## src/rtl/decode_stage.sv

```systemverilog
// decode_stage: RV32I decode for the 8-bit pipeline; owns the ID/EX register.
// Optional WB_BYPASS_EN: same-edge writeback bypass instead of a WB hazard stall.
module decode_stage #(
  parameter int DATA_W = 8,
  parameter int REG_AW = 5
) (
  input  logic              clock,
  input  logic              reset,
  input  logic              if_valid,
  input  logic [31:0]       if_instr,
  output logic              if_ready,
  input  logic              flush,
  output logic [REG_AW-1:0] rf_read_reg1,
  output logic [REG_AW-1:0] rf_read_reg2,
  input  logic [DATA_W-1:0] rf_read_data1,
  input  logic [DATA_W-1:0] rf_read_data2,
  input  logic              wb_reg_write,
  input  logic [REG_AW-1:0] wb_write_reg,
  input  logic [DATA_W-1:0] wb_write_data,
  input  logic              ex_ready,
  output logic              ex_valid,
  output logic [DATA_W-1:0] ex_rs1_data,
  output logic [DATA_W-1:0] ex_rs2_data,
  output logic [DATA_W-1:0] ex_imm,
  output logic [REG_AW-1:0] ex_rs1,
  output logic [REG_AW-1:0] ex_rs2,
  output logic [REG_AW-1:0] ex_rd,
  output logic [3:0]        ex_alu_op,
  output logic [2:0]        ex_funct3,
  output logic              ex_alu_src,
  output logic              ex_mem_read,
  output logic              ex_mem_write,
  output logic              ex_reg_write,
  output logic              ex_branch,
  output logic              illegal
);

  localparam logic [6:0] OP_R  = 7'b0110011;
  localparam logic [6:0] OP_I  = 7'b0010011;
  localparam logic [6:0] OP_LD = 7'b0000011;
  localparam logic [6:0] OP_ST = 7'b0100011;
  localparam logic [6:0] OP_BR = 7'b1100011;

  typedef struct packed {
    logic              valid;
    logic [REG_AW-1:0] rs1;
    logic [REG_AW-1:0] rs2;
    logic [REG_AW-1:0] rd;
    logic [DATA_W-1:0] imm;
    logic [3:0]        alu_op;
    logic [2:0]        funct3;
    logic              alu_src;
    logic              mem_read;
    logic              mem_write;
    logic              reg_write;
    logic              branch;
  } id_ex_t;

  id_ex_t            dec;
  id_ex_t            ex_d;
  id_ex_t            ex_q;
  logic              illegal_d;
  logic              illegal_q;
  logic [6:0]        opc;
  logic [2:0]        f3;
  logic              sub_b;
  logic              is_r;
  logic              is_i;
  logic              is_ld;
  logic              is_st;
  logic              is_br;
  logic              legal;
  logic              uses_rs2;
  logic [REG_AW-1:0] rs1_f;
  logic [REG_AW-1:0] rs2_f;
  logic [REG_AW-1:0] rd_f;
  logic [31:0]       imm_i;
  logic [31:0]       imm_s;
  logic [31:0]       imm_b;
  logic              adv;
  logic              hz_lu;
  logic              hz;
  logic [DATA_W-1:0] op1;
  logic [DATA_W-1:0] op2;

  assign opc   = if_instr[6:0];
  assign f3    = if_instr[14:12];
  assign sub_b = if_instr[30];
  assign rs1_f = if_instr[15 +: REG_AW];
  assign rs2_f = if_instr[20 +: REG_AW];
  assign rd_f  = if_instr[7 +: REG_AW];

  assign is_r  = (opc == OP_R);
  assign is_i  = (opc == OP_I);
  assign is_ld = (opc == OP_LD);
  assign is_st = (opc == OP_ST);
  assign is_br = (opc == OP_BR);
  assign legal = is_r | is_i | is_ld | is_st | is_br;
  assign uses_rs2 = is_r | is_st | is_br;

  assign imm_i = {{20{if_instr[31]}}, if_instr[31:20]};
  assign imm_s = {{20{if_instr[31]}}, if_instr[31:25], if_instr[11:7]};
  assign imm_b = {{19{if_instr[31]}}, if_instr[31], if_instr[7],
                  if_instr[30:25], if_instr[11:8], 1'b0};

  always_comb begin
    dec        = '0;
    dec.rs1    = rs1_f;
    dec.rs2    = rs2_f;
    dec.funct3 = f3;
    unique case (1'b1)
      is_r: begin
        dec.rd        = rd_f;
        dec.alu_op    = {sub_b, f3};
        dec.reg_write = 1'b1;
      end
      is_i: begin
        dec.rd        = rd_f;
        dec.imm       = DATA_W'(imm_i);
        dec.alu_op    = {sub_b & (f3 == 3'b101), f3};
        dec.alu_src   = 1'b1;
        dec.reg_write = 1'b1;
      end
      is_ld: begin
        dec.rd        = rd_f;
        dec.imm       = DATA_W'(imm_i);
        dec.alu_src   = 1'b1;
        dec.mem_read  = 1'b1;
        dec.reg_write = 1'b1;
      end
      is_st: begin
        dec.imm       = DATA_W'(imm_s);
        dec.alu_src   = 1'b1;
        dec.mem_write = 1'b1;
      end
      is_br: begin
        dec.imm    = DATA_W'(imm_b);
        dec.alu_op = 4'b1000;
        dec.branch = 1'b1;
      end
      default: ;
    endcase
  end

  assign adv   = !ex_q.valid || ex_ready;
  assign hz_lu = ex_q.valid && ex_q.mem_read && (ex_q.rd != '0) &&
                 ((ex_q.rd == rs1_f) || ((ex_q.rd == rs2_f) && uses_rs2));

`ifdef WB_BYPASS_EN
  logic              hit1_d;
  logic              hit1_q;
  logic              hit2_d;
  logic              hit2_q;
  logic [DATA_W-1:0] byp1_d;
  logic [DATA_W-1:0] byp1_q;
  logic [DATA_W-1:0] byp2_d;
  logic [DATA_W-1:0] byp2_q;

  assign hz = hz_lu;

  // RF read is not write-first, so catch the write landing on the read edge
  always_comb begin
    hit1_d = wb_reg_write && (wb_write_reg != '0) &&
             (wb_write_reg == rf_read_reg1);
    hit2_d = wb_reg_write && (wb_write_reg != '0) &&
             (wb_write_reg == rf_read_reg2);
    byp1_d = hit1_d ? wb_write_data : byp1_q;
    byp2_d = hit2_d ? wb_write_data : byp2_q;
  end

  always_ff @(posedge clock) begin
    if (reset) begin
      hit1_q <= 1'b0;
      hit2_q <= 1'b0;
      byp1_q <= '0;
      byp2_q <= '0;
    end else begin
      hit1_q <= hit1_d;
      hit2_q <= hit2_d;
      byp1_q <= byp1_d;
      byp2_q <= byp2_d;
    end
  end

  assign op1 = hit1_q ? byp1_q : rf_read_data1;
  assign op2 = hit2_q ? byp2_q : rf_read_data2;
`else
  logic hz_wb;
  logic unused_wb;

  // without a bypass, hold one cycle so the re-read sees the new value
  assign hz_wb = wb_reg_write && (wb_write_reg != '0) &&
                 (((wb_write_reg == rs1_f) && legal) ||
                  ((wb_write_reg == rs2_f) && uses_rs2));
  assign hz        = hz_lu || hz_wb;
  assign unused_wb = ^wb_write_data;
  assign op1       = rf_read_data1;
  assign op2       = rf_read_data2;
`endif

  assign if_ready     = adv && !hz;
  assign rf_read_reg1 = adv ? rs1_f : ex_q.rs1;
  assign rf_read_reg2 = adv ? rs2_f : ex_q.rs2;

  always_comb begin
    ex_d      = ex_q;
    illegal_d = 1'b0;
    if (adv) begin
      ex_d       = dec;
      ex_d.valid = !flush && !hz && if_valid && legal;
      illegal_d  = !flush && !hz && if_valid && !legal;
    end else if (flush) begin
      ex_d.valid = 1'b0;
    end
  end

  always_ff @(posedge clock) begin
    if (reset) begin
      ex_q      <= '0;
      illegal_q <= 1'b0;
    end else begin
      ex_q      <= ex_d;
      illegal_q <= illegal_d;
    end
  end

  assign ex_valid     = ex_q.valid;
  assign ex_rs1       = ex_q.rs1;
  assign ex_rs2       = ex_q.rs2;
  assign ex_rd        = ex_q.rd;
  assign ex_imm       = ex_q.imm;
  assign ex_alu_op    = ex_q.alu_op;
  assign ex_funct3    = ex_q.funct3;
  assign ex_alu_src   = ex_q.alu_src;
  assign ex_mem_read  = ex_q.mem_read;
  assign ex_mem_write = ex_q.mem_write;
  assign ex_reg_write = ex_q.reg_write;
  assign ex_branch    = ex_q.branch;
  assign illegal      = illegal_q;
  assign ex_rs1_data  = (ex_q.rs1 == '0) ? '0 : op1;
  assign ex_rs2_data  = (ex_q.rs2 == '0) ? '0 : op2;

endmodule

```

## config.mk

```make
export PLATFORM = sky130hd
export DESIGN_NAME = decode_stage
export DESIGN_NICKNAME = d
export VERILOG_FILES = /design/src/rtl/decode_stage.sv
export SDC_FILE = /design/constraint.sdc
export NUM_CORES = 1
export LEC_CHECK = 0
export ABC_CLOCK_PERIOD_IN_PS = 3060
export CORE_MARGIN = 2
export CORE_UTILIZATION = 38
export CTS_CLUSTER_SIZE = 24
export DETAILED_ROUTE_END_ITERATION = 6
export PLACE_DENSITY = 0.85
export SETUP_SLACK_MARGIN = 0.05
export SYNTH_ARGS = -nofsm -noshare
export SYNTH_HDL_FRONTEND = slang
export SYNTH_SLANG_ARGS = --single-unit
```

## constraint.sdc

```tcl
create_clock -name clock -period 3.06 [get_ports clock]
set_clock_uncertainty 0.15 [all_clocks]
set_input_delay 0.765 -clock clock [delete_from_list [all_inputs] [get_ports clock]]
set_output_delay 0.765 -clock clock [all_outputs]
set_load 0.005 [all_outputs]
```

==> metrics <==
GR peak layer=met2; sequential share of the synthesized area=0.382; DIE AREA=5680 µm²; crit start category=primary input; clock root cell=clkbuf_8; Primary FF master, synth=dfxtp_1; overall power=0.00121 W; dpl cells=452; via count=2434; clk sink count=37; grt met2 use=0.458; outcome=complete, no violations; CTS tree=done; Leakage=1.55 nW; Post-Syn Instances=234; std cell rows=25; Slew Viols, Final=0; Tot GR Track Use=0.260; ANT nets after route=0; htree depth=2; dpl ws=-0.470 ns; EDFF count, synth=0; Critical Path RT=2.14 ns; Pre-antenna DRT Iters=4; # DRC=0; antenna cells=0; io pins=131; first-pass GRT wire length=11.0 mm; maximum clock path buffer count=2; Max Freq=329 MHz; gr ovfl total=0; post-DP HPWL=5.45 mm; synthesized flop and latch total=37; Buffers on Ports=119; min Tclk post-route=just over 3 ns; vias per cell=approximately 5.2; pin count of the biggest net entering global routing=24; setup violators final=0; PD cells=327 nW/µm²; CP Max Fanout=2; wire per inst=16.2 µm; most common cell after layout, fill and taps aside=clkdlybuf4s50_1; routed wire length=between 7 and 8 mm; initial drt markers=191; DIE HEIGHT=75.4 µm; slowest stage cell, crit path=clkdlybuf4s50_1; initial core utilization=0.402; share of cells above drive strength 1=0.203; Hold Vio Cnt, Final=0; Async SR Flop Fraction=0; Die W=about 75 µm; GR Util met1=0.307; Synth-to-Final Area Change=91.2%; Setup Crit Path Kind=primary input to output port; Worst setup EP type=output port; peak supply drop=approximately 0.25 mV; Min-Delay Path Class=flop to flop; clock latency on the worst-skew pair=0.29 ns; initial antenna violation count=0; Synth Warn #=0; Final WS setup=0.0196 ns; most frequent cells in the layout=clkdlybuf4s50_1 (96), buf_4 (50), nand2_1 (48); Slew HR=0.528; Worst Max-Slew Pin Slew=about 0.7 ns; number of CTS-inserted buffers=5; WHS=0.298 ns; Critical Path AT=2.13 ns; syn nets=between 300 and 400; Period Utilization, post-route=0.994; core box area=4820 µm²; non-filler cells, final=471; mean post-synth cell area=8.28 µm²; largest stage delay on the critical path=0.45 ns; Top Family by Delay on Critical Path=simple AND/OR/NAND/NOR gates; met3 usage=0.0503; sequence of cells on the critical path=clkdlybuf4s50_1, xor2_1, nor3_1, nand4_1, nand3_1, nor2_1, buf_2; Mapped Area=about 1900 µm²; unrepaired setup endpoints after global routing=yes; count of cell types in the netlist=40; Clock transition at path regs=0.08 ns; Placer Congestion=around 0.86; WP buf/inv=2; vias in the first global route=2283; nets=between 400 and 500; Max-Cap Viols=0
what timing repair did:
item	4_1_cts	5_1_grt
pin swaps	8	4
hold buffers	0	0
gates resized for setup	36	3
endpoints found under the setup margin	11	7
cloned	1	0
setup buffers	7	3
stage by stage:
| step | TNS, ns | cell area, µm² | utilization |
|---|---|---|---|
| 6_report | 0 | 3700 | 0.769 |
| 5_1_grt | 0 | 3700 | 0.769 |
| 4_1_cts | 0 | 3670 | 0.762 |
| 3_5_place_dp | -1.95 | 3460 | 0.719 |
| 3_3_place_gp | -1.72 | 3460 | 0.719 |
| 2_1_floorplan | 0 | 1940 | - |
final cells by class:
cell class | instances | area, µm²
well taps | 67 | 83.8
inverters | 4 | 15.0
clock inverters | 3 | 46.3
fillers | 353 | 1110
flip-flops and latches | 37 | 741
repair buffers | 171 | 1560
multi-input cells | 184 | 1180
clock buffers | 5 | 68.8
power by group:
part           total (W)  internal [W]  leakage [nW]  switching, W
Clock           0.000435      0.000244        0.0543      0.000191
Sequential      0.000501      0.000493         0.302    0.00000836
Combinational   0.000275      0.000170          1.19      0.000106
state kept, by name, summed over array words and instances (netlist names):
register      flops
ex_rs2            5
ex_reg_write      1
ex_branch         1
ex_rs1            5
ex_funct3         3
ex_mem_read       1
ex_alu_src        1
ex_valid          1
ex_mem_write      1
ex_alu_op         4
ex_rd             5
illegal           1
ex_imm            8
synth_stat cells (2+ instances only):
| cell type | instances | area [µm²] |
|---|---|---|
| a32o_1 | 2 | 20.0 |
| a21oi_2 | 2 | 17.5 |
| clkbuf_1 | 2 | 7.51 |
| buf_6 | 2 | 22.5 |
| nand4_1 | 4 | 25.0 |
| nor2_1 | 10 | 37.5 |
| buf_1 | 2 | 7.51 |
| xnor2_1 | 6 | 52.6 |
| o21ai_0 | 3 | 15.0 |
| dfxtp_1 | 37 | 741 |
| nor4_4 | 2 | 42.5 |
| nor4_1 | 3 | 18.8 |
| a21oi_1 | 21 | 105 |
| nand3_1 | 8 | 40.0 |
| nor2_2 | 3 | 18.8 |
| inv_1 | 3 | 11.3 |
| buf_4 | 3 | 22.5 |
| xor2_1 | 14 | 123 |
| nor2b_1 | 16 | 100 |
| a22o_1 | 8 | 70.1 |
| nand2_1 | 50 | 188 |
| a22oi_1 | 7 | 52.6 |
| nor3_1 | 7 | 35.0 |
| or4_1 | 3 | 22.5 |
worst register-to-register path, stage by stage (launching register included):
cell	delay, ns
dfxtp_1	0.49
nand2b_4	0.10
buf_4	0.15
buf_4	0.12
buf_4	0.16
nor2_1	0.55
nand2_1	0.13
o21ai_0	0.11
path summary, 6_finish.rpt:
check	start	to	slack (ns)	depth (start not counted)
worst max-delay path	if_instr[22]	if_ready	0.02	7
worst min-delay path	ex_imm[1]	ex_imm[1]	0.30	2
worst max register to register	ex_valid	ex_mem_read	1.02	7
worst min register to register	ex_imm[1]	ex_imm[1]	0.30	2
metal layers:
| layer | share of wire | wire length (µm) |
|---|---|---|
| met5 | 0 | 0 |
| met4 | 0.023 | 176 |
| met2 | 0.51 | 3910 |
| met3 | 0.079 | 599 |
| met1 | 0.38 | 2930 |
cell families after synthesis:
family | after synthesis | synth area share
buffers and inverters | 14 | 0.0413
DFF | 37 | 0.382
xor gates and xnor gates | 20 | 0.0904
and+or+nand+nor | 116 | 0.324
AOI/OAI and AO/OA | 47 | 0.161
Note: power is estimated with default switching activity, not from simulation.
